==> src/rtl/prefix_addsub_pipe.sv <==
// Pipelined Kogge-Stone adder/subtractor, one register rank per prefix level, valid/ready on both ends.
// Optional overflow/zero flags are built when PREFIX_ADDSUB_FLAGS_EN is defined.
module prefix_addsub_pipe #(
    parameter int WIDTH = 16
) (
    input  logic             i_Clk,
    input  logic             i_Rst_n,
    input  logic             i_Valid,
    output logic             o_Ready,
    input  logic [WIDTH-1:0] i_A,
    input  logic [WIDTH-1:0] i_B,
    input  logic             i_Sub,
    output logic             o_Valid,
    input  logic             i_Ready,
    output logic [WIDTH-1:0] o_Sum,
    output logic             o_Cout,
    output logic             o_Ovf,
    output logic             o_Zero
);

    localparam int LEVEL = $clog2(WIDTH);

    // One global advance: the whole pipe moves together or holds together.
    logic adv;
    assign adv     = ~o_Valid | i_Ready;
    assign o_Ready = adv;

    // Rank 0 is the p/g rank, rank k holds the result of prefix level k.
    logic [WIDTH-1:0] g_q    [LEVEL+1];
    logic [WIDTH-1:0] p_q    [LEVEL+1];
    logic [WIDTH-1:0] praw_q [LEVEL+1];
    logic [LEVEL:0]   cin_q;
    logic [LEVEL:0]   valid_q;

    logic [WIDTH-1:0] g_d    [LEVEL+1];
    logic [WIDTH-1:0] p_d    [LEVEL+1];
    logic [WIDTH-1:0] praw_d [LEVEL+1];
    logic [LEVEL:0]   cin_d;
    logic [LEVEL:0]   valid_d;
    logic [WIDTH-1:0] b_eff;
    logic [WIDTH-1:0] p_in;
    logic [WIDTH-1:0] g_in;

    always_comb begin
        // NOTE: combinational logic uses blocking '=' and assigns every output first, so no latch is inferred.
        b_eff = i_Sub ? ~i_B : i_B;
        p_in  = i_A ^ b_eff;
        g_in  = i_A & b_eff;
        g_in[0] = g_in[0] | (p_in[0] & i_Sub);

        g_d[0]     = g_in;
        p_d[0]     = p_in;
        praw_d[0]  = p_in;
        cin_d[0]   = i_Sub;
        valid_d[0] = i_Valid;

        for (int k = 1; k <= LEVEL; k++) begin
            g_d[k]     = g_q[k-1];
            p_d[k]     = p_q[k-1];
            praw_d[k]  = praw_q[k-1];
            cin_d[k]   = cin_q[k-1];
            valid_d[k] = valid_q[k-1];
            for (int j = 0; j < WIDTH; j++) begin
                if (j >= (1 << (k-1))) begin
                    g_d[k][j] = g_q[k-1][j] | (p_q[k-1][j] & g_q[k-1][j - (1 << (k-1))]);
                    p_d[k][j] = p_q[k-1][j] & p_q[k-1][j - (1 << (k-1))];
                end
            end
        end
    end

    // NOTE: datapath ranks carry no reset; only the valid bits need a known value, which keeps the arrays plain flops.
    always_ff @(posedge i_Clk) begin
        if (adv) begin
            g_q    <= g_d;
            p_q    <= p_d;
            praw_q <= praw_d;
            cin_q  <= cin_d;
        end
    end

    // NOTE: sequential state uses non-blocking '<=' so every rank samples the previous rank's old value.
    always_ff @(posedge i_Clk or negedge i_Rst_n) begin
        if (!i_Rst_n) begin
            valid_q <= '0;
        end else if (adv) begin
            valid_q <= valid_d;
        end
    end

    // Carry into bit i is the group generate of bits [i-1:0]; bit 0 takes the raw carry-in.
    logic [WIDTH-1:0] sum_d;
    logic             cout_d;
    assign sum_d  = praw_q[LEVEL] ^ {g_q[LEVEL][WIDTH-2:0], cin_q[LEVEL]};
    assign cout_d = g_q[LEVEL][WIDTH-1];

    always_ff @(posedge i_Clk or negedge i_Rst_n) begin
        if (!i_Rst_n) begin
            o_Valid <= 1'b0;
            o_Sum   <= '0;
            o_Cout  <= 1'b0;
        end else if (adv) begin
            o_Valid <= valid_q[LEVEL];
            o_Sum   <= valid_q[LEVEL] ? sum_d  : '0;
            o_Cout  <= valid_q[LEVEL] ? cout_d : 1'b0;
        end
    end

`ifdef PREFIX_ADDSUB_FLAGS_EN
    // Operand sign bits ride alongside the prefix ranks for the overflow test.
    logic [LEVEL:0] a_msb_q;
    logic [LEVEL:0] b_msb_q;
    logic [LEVEL:0] a_msb_d;
    logic [LEVEL:0] b_msb_d;
    logic           ovf_d;
    logic           zero_d;

    assign a_msb_d = {a_msb_q[LEVEL-1:0], i_A[WIDTH-1]};
    assign b_msb_d = {b_msb_q[LEVEL-1:0], b_eff[WIDTH-1]};
    assign ovf_d   = (a_msb_q[LEVEL] == b_msb_q[LEVEL]) & (sum_d[WIDTH-1] != a_msb_q[LEVEL]);
    assign zero_d  = ~|sum_d;

    always_ff @(posedge i_Clk) begin
        if (adv) begin
            a_msb_q <= a_msb_d;
            b_msb_q <= b_msb_d;
        end
    end

    always_ff @(posedge i_Clk or negedge i_Rst_n) begin
        if (!i_Rst_n) begin
            o_Ovf  <= 1'b0;
            o_Zero <= 1'b0;
        end else if (adv) begin
            o_Ovf  <= valid_q[LEVEL] ? ovf_d  : 1'b0;
            o_Zero <= valid_q[LEVEL] ? zero_d : 1'b0;
        end
    end
`else
    assign o_Ovf  = 1'b0;
    assign o_Zero = 1'b0;
`endif

endmodule
==> config.mk <==
export PLATFORM = sky130hd
export DESIGN_NAME = prefix_addsub_pipe
export DESIGN_NICKNAME = d
export VERILOG_FILES = /design/src/rtl/prefix_addsub_pipe.sv
export SDC_FILE = /design/constraint.sdc
export NUM_CORES = 1
export LEC_CHECK = 0
export ABC_AREA = 1
export CAP_MARGIN = 20
export CORE_UTILIZATION = 30
export CTS_CLUSTER_DIAMETER = 100
export CTS_CLUSTER_SIZE = 14
export DETAILED_ROUTE_END_ITERATION = 6
export SYNTH_ARGS = -nofsm -noshare
export SYNTH_HDL_FRONTEND = slang
export SYNTH_SLANG_ARGS = --single-unit
==> constraint.sdc <==
create_clock -name i_Clk -period 3 [get_ports i_Clk]
set_clock_uncertainty 0.1 [all_clocks]
set_input_delay 0.45 -clock i_Clk [delete_from_list [all_inputs] [get_ports i_Clk]]
set_output_delay 0.45 -clock i_Clk [all_outputs]
set_load 0.1 [all_outputs]
==> flow_summary.yaml, run 1 <==
setup_path:
  cp_slowest_cell: "clkdlybuf4s50_1"
  crit_type: "in -> out"
  required_ps: 2450
  critPathMaxFanout: 42
  cp_cell_sequence: "clkdlybuf4s50_1 > inv_1 > nand2_8 > buf_12"
  critPathMaxStageDelay_ps: 400
  end_kind: "output pin"
  start_kind: "input pin"
  crit_arrival_ps: 1590
detailed_routing:
  vias: 3986
  routed_wl_um: 12020
  drt_iter0_markers: 244
  wl_per_cell_um: 11.87
  antenna_left: 0
  drc: 0
  viasPerCell: 3.939
  firstDrtPassIters: 5
placement:
  dp_hpwl_um: 8119
  pre_cts_slack_ps: 784.4
  portBuffers: 55
  dp.cells: 985
  place_area_um2: 9259
  gp_congestion: 0.7115
yosys:
  synth.area.mux_share_pct: 0
  synth_area_leaders: "edfxtp_1, nand2_1, dfrtp_1, inv_1, ha_1"
  async_flop_share_pct: 10.36
  syn_inst: 588
  yosysSeqAreaShare_pct: 78.99
  yosys.cell_count.top_type: "edfxtp_1"
  synthSimpleGateAreaFrac_pct: 9.066
  synth_largest_area_cell: "edfxtp_1"
  synth_xor_area_share_pct: 1.584
  synth_top_family_by_area: "simple AND/OR/NAND/NOR gates"
  yosys.area_share.adder_pct: 2.263
  synth_common_cells: "edfxtp_1, nand2_1, inv_1"
  syn_area_per_cell_um2: 14.11
  synth_top_area_share_pct: 72.05
  ys_ff_latch: 222
  synth_ff_type: "edfxtp_1"
  synth_edf_count: 199
  synth_compound_area_share_pct: 2.685
  synth_area_um2: 8294
  netlist-cell-type-count: 17
  yosys_warnings: 0
sta:
  hold_viol_final: 0
  timing.fmax_mhz: 467.5
  rsz0062_at_grt: "no"
  min_period_ps: 2139
  setup_viol: 0
  setup_tns_ps: 0
  min_period_over_period_pct: 71.30
  final-max-slew-violation-count: 0
  worst_slack_ps: 860.9
power_and_ir_drop:
  clkPwrFrac_pct: 20.7
  power.density_nw_per_um2: 1053
  p_int_w: 0.006902
  power_frac_comb_pct: 23.3
  swShare_pct: 32.91
  p_sw_w: 0.003385
  seqPwrFrac_pct: 56.0
  ir_drop_mv: 0.3477
  leakagePower_nw: 4.388
die:
  start_util_pct: 30.69
  coreArea_um2: 27030
  design.die.area_um2: 28320
  ios: 58
  die_x_um: 168.3
  rows: 60
  die_y_um: 168.3
clock_tree:
  clock_latency_ps: 480
  clkTransAtPathRegs_ps: 70
  clockBufferDepth: 3
  numCtsBuffers: 19
  cts_root_buffer: "clkbuf_16"
  cts_tree: "done"
  clock-sinks: 222
  post_cts_resized: 0
  cts_setup_buffers: 0
  ctsHoldBuffers: 0
  htree_levels: 1
cells_and_area:
  drive_gt1_share_pct: 7.452
  area_delta_synth_final_pct: 17.79
  final_cells: 1012
  num-nets-final: 717
  antenna_cells: 0
  fin_area_um2: 9769
grt:
  grt_use_met2_pct: 13.96
  grtUsageTotal_pct: 8.753
  grt_pass1_wl_um: 19780
  grt_antenna_before_repair: 0
  grt_max_degree: 70
  grt_pass1_vias: 3890
  overflow: 0
  grt_use_met1_pct: 11.98
  met3_usage_pct: 1.646
  grt_busiest_layer: "met2"
status:
  status: "finished, final reports clean"
job:
  max-cap-violations: 0
min_path:
  hold_class: "in -> async"
==> power by group through the flow <==
stage	sequential, W	combinational (W)	clock, W
6_report	0.00576	0.00240	0.00213
2_1_floorplan	0.00645	0.00101	0
3_5_place_dp	0.00585	0.00244	0
5_1_grt	0.00593	0.00265	0.00231
3_3_place_gp	0.00581	0.00241	0
4_1_cts	0.00579	0.00245	0.00222
==> registers in the layout, indices dropped and copies added (netlist names) <==
| register | cells |
|---|---|
| cin_q | 5 |
| cout_d | 1 |
| g_d | 15 |
| g_q | 64 |
| o_Cout | 1 |
| o_Sum | 16 |
| o_Valid | 1 |
| p_d | 3 |
| p_q | 34 |
| praw_d | 61 |
| praw_q | 16 |
| valid_q | 5 |
==> cell families (layout without fill, tap and decap cells) <==
group | Yosys count | count (layout)
adders and majority gates | 15 | 15
buffers and inverters | 107 | 189
DFF | 222 | 222
other | 1 | 2
AOI/OAI and AO/OA | 30 | 30
xor gates and xnor gates | 15 | 15
and+or+nand+nor | 198 | 198
==> worst max-delay path: cells and delay by family <==
kind                   cells  cell delay [ps]
and+or+nand+nor            1              270
buffers and inverters      3              860
==> cell usage in the layout (no fill, tap or decap) <==
cell type / instances
inv_1: 99
a21oi_4: 1
xor2_1: 15
o21ai_1: 1
inv_4: 1
nand2_1: 196
o21ai_0: 4
nand2_8: 1
o21ai_2: 1
inv_6: 1
ha_1: 15
a21o_1: 23
clkdlybuf4s50_1: 36
buf_4: 23
conb_1: 2
dfrtp_1: 23
nand3_1: 1
clkbuf_16: 19
clkinv_1: 1
clkbuf_1: 6
buf_12: 3
edfxtp_1: 199
==> path summary, 6_finish.rpt <==
kind | cells after the start | slack [ps] | start | endpoint
min reg2reg | 0 | 320 | praw_d[40]$_DFFE_PP_ | praw_d[24]$_DFFE_PP_
max reg2reg | 2 | 1340 | o_Valid$_DFFE_PN0P_ | g_q[63]$_DFFE_PP_
min in group i_Clk | 0 | 320 | praw_d[40]$_DFFE_PP_ | praw_d[24]$_DFFE_PP_
max | 4 | 860 | i_Ready | o_Ready
max in group asynchronous | 2 | 2330 | i_Rst_n | o_Sum[14]$_DFFE_PN0P_
min | 2 | 230 | i_Rst_n | o_Sum[2]$_DFFE_PN0P_
==> area by class of cell <==
type | instances | area, um^2
Clock buffer | 25 | 498.0
Inverter | 100 | 377.9
Fill cell | 2584 | 17260
Timing Repair Buffer | 62 | 593.1
Clock inverter | 2 | 12.51
Sequential cell | 222 | 6551
Tap cell | 341 | 426.7
Multi-Input combinational cell | 260 | 1310
==> metal layers <==
metal	up-vias	wire length, um
met2	67	5428
met4	0	311
met3	21	418
li1	2081	-
met1	1817	5858
met5	-	0
==> through the flow <==
stage	hold slack (ps)	utilization [%]	total power (W)
2_1_floorplan	54.41	-	0.007465
3_3_place_gp	301.2	34.26	0.008217
3_5_place_dp	304.5	34.26	0.008288
4_1_cts	235.0	36.15	0.01046
5_1_grt	249.2	36.15	0.01089
6_report	230.2	36.15	0.01029
(Power assumes the default switching activity.)
==> run 2, diff against run 1 <==
Clock period 3 ns to 2 ns, I/O delays scaled along.
==> run 2 against run 1 <==
Effect of this change: wire length shrank 4.0%; hold slack lost 140 ps; global-route usage shrank 0.33 points; sequential share of layout area shrank 0.72 points; via count grew 0.33%; first-iteration DRC count shrank 30%; largest power group unchanged.
==> flow_summary.yaml, run 2 (synthesized netlist as in run 1, its figures left out) <==
setup_path:
  r2r_end: "p_q[60]$_DFFE_PP_"
  path_buf_inv: 1
  crit_type: "reg -> out"
  critPathMaxFanout: 20
  path_delay_family: "flip-flops"
  crit_arrival_ps: 1440
  end_kind: "output pin"
  required_ps: 1600
  cp.depth: 2
  cp_slowest_cell: "dfrtp_4"
  r2r_cells: 2
  r2r-start: "o_Valid$_DFFE_PN0P_"
  r2r_setup_slack_ps: 560
  cp_cell_sequence: "nand2_8 > buf_12"
  critPathMaxStageDelay_ps: 530
  start_kind: "register"
sta:
  final-max-slew-violation-count: 0
  min_period_over_period_pct: 91.96
  rsz0062_at_grt: "no"
  setup_viol: 0
  hold_viol_final: 0
  hold_slack_ps: 88.15
  min_period_ps: 1839
  timing.fmax_mhz: 543.7
cells_and_area:
  antenna_cells: 0
  drive_gt1_share_pct: 8.076
  num-nets-final: 721
  final_common_cell: "edfxtp_1"
  final_cells: 1022
  area_delta_synth_final_pct: 19.13
  fin_area_um2: 9881
  regMostFlops: "g_q"
  multi_input_area_um2: 1310
  n_fill_cell: 2575
  final_cell_mix: "edfxtp_1, nand2_1, inv_1"
  seq_area_um2: 6555
  largest_reg_flops: 64
clock_tree:
  ctsHoldBuffers: 0
  cts_tree: "done"
  cts_setup_buffers: 0
  post_cts_resized: 0
  numCtsBuffers: 19
  clkTransAtPathRegs_ps: 60
  clock-sinks: 222
  cts_root_buffer: "clkbuf_16"
  clock_latency_ps: 470
  clockBufferDepth: 3
  htree_levels: 1
job:
  max-cap-violations: 0
detailed_routing:
  routed_wl_um: 11530
  drt_iter0_markers: 172
  firstDrtPassIters: 4
  antenna_left: 0
  vias: 3999
  viasPerCell: 3.913
  drc: 0
  wl_per_cell_um: 11.28
die:
  ios: 58
  rows: 60
  design.die.area_um2: 28320
  die_x_um: 168.3
  start_util_pct: 30.69
  coreArea_um2: 27030
  die_y_um: 168.3
power_and_ir_drop:
  ir_drop_mv: 0.5251
  leakagePower_nw: 4.434
  power.density_nw_per_um2: 1577
placement:
  dp.cells: 989
  dp_hpwl_um: 8125
  place_area_um2: 9343
  portBuffers: 55
  gp_congestion: 0.6944
grt:
  grt_pass1_vias: 3926
  grtUsageTotal_pct: 8.426
  grt_max_degree: 42
  overflow: 0
  grt_pass1_wl_um: 19040
  grt_antenna_before_repair: 0
min_path:
  hold_class: "in -> async"
status:
  status: "finished, final reports clean"
-- run 2: how the worst max path moves through the flow --
| stage | start | endpoint |
|---|---|---|
| after floorplan | o_Valid$_DFFE_PN0P_ | o_Cout$_DFFE_PN0P_ |
| after global placement | i_Ready | praw_d[60]$_DFFE_PP_ |
| after detailed placement | i_Ready | valid_q[1]$_DFFE_PN0P_ |
| after CTS | o_Valid$_DFFE_PN0P_ | o_Ready |
| after global routing | o_Valid$_DFFE_PN0P_ | o_Ready |
| final | o_Valid$_DFFE_PN0P_ | o_Ready |
-- run 2: where the power goes --
part / internal (W) / switching, W
Sequential: 0.00766 / 0.000984
Clock: 0.00182 / 0.00144
Combinational: 0.00105 / 0.00263
-- run 2: layer usage --
layer	GRT usage [%]	vias up	routed length, um
li1	-	2088	-
met1	10.78	1820	5522
met2	14.00	72	5323
met3	1.528	19	399
met4	3.676	0	286
met5	0	-	0
-- run 2: area by class of cell --
cell class                      count  share of cell area (%)
Timing Repair Buffer               66                   6.813
Tap cell                          341                   4.318
Inverter                          100                   3.824
Sequential cell                   222                   66.34
Multi-Input combinational cell    260                   13.26
Clock buffer                       33                   5.445
-- run 2: through the flow --
step | utilization (%) | power [W] | setup slack [ps] | TNS (ps)
floorplan | - | 0.01121 | -164.1 | -26160
global placement | 34.57 | 0.01244 | 172.9 | 0
detailed placement | 34.57 | 0.01252 | 148.3 | 0
CTS | 36.56 | 0.01582 | 121.5 | 0
global route | 36.56 | 0.01651 | 112.3 | 0
finish | 36.56 | 0.01558 | 160.9 | 0
==> run 3, diff against run 2 <==
Settings changed: ABC_CLOCK_PERIOD_IN_PS set to 2000.
==> results of run 3 <==
No change in the layout: final DEF, timing and power equal those of run 2.
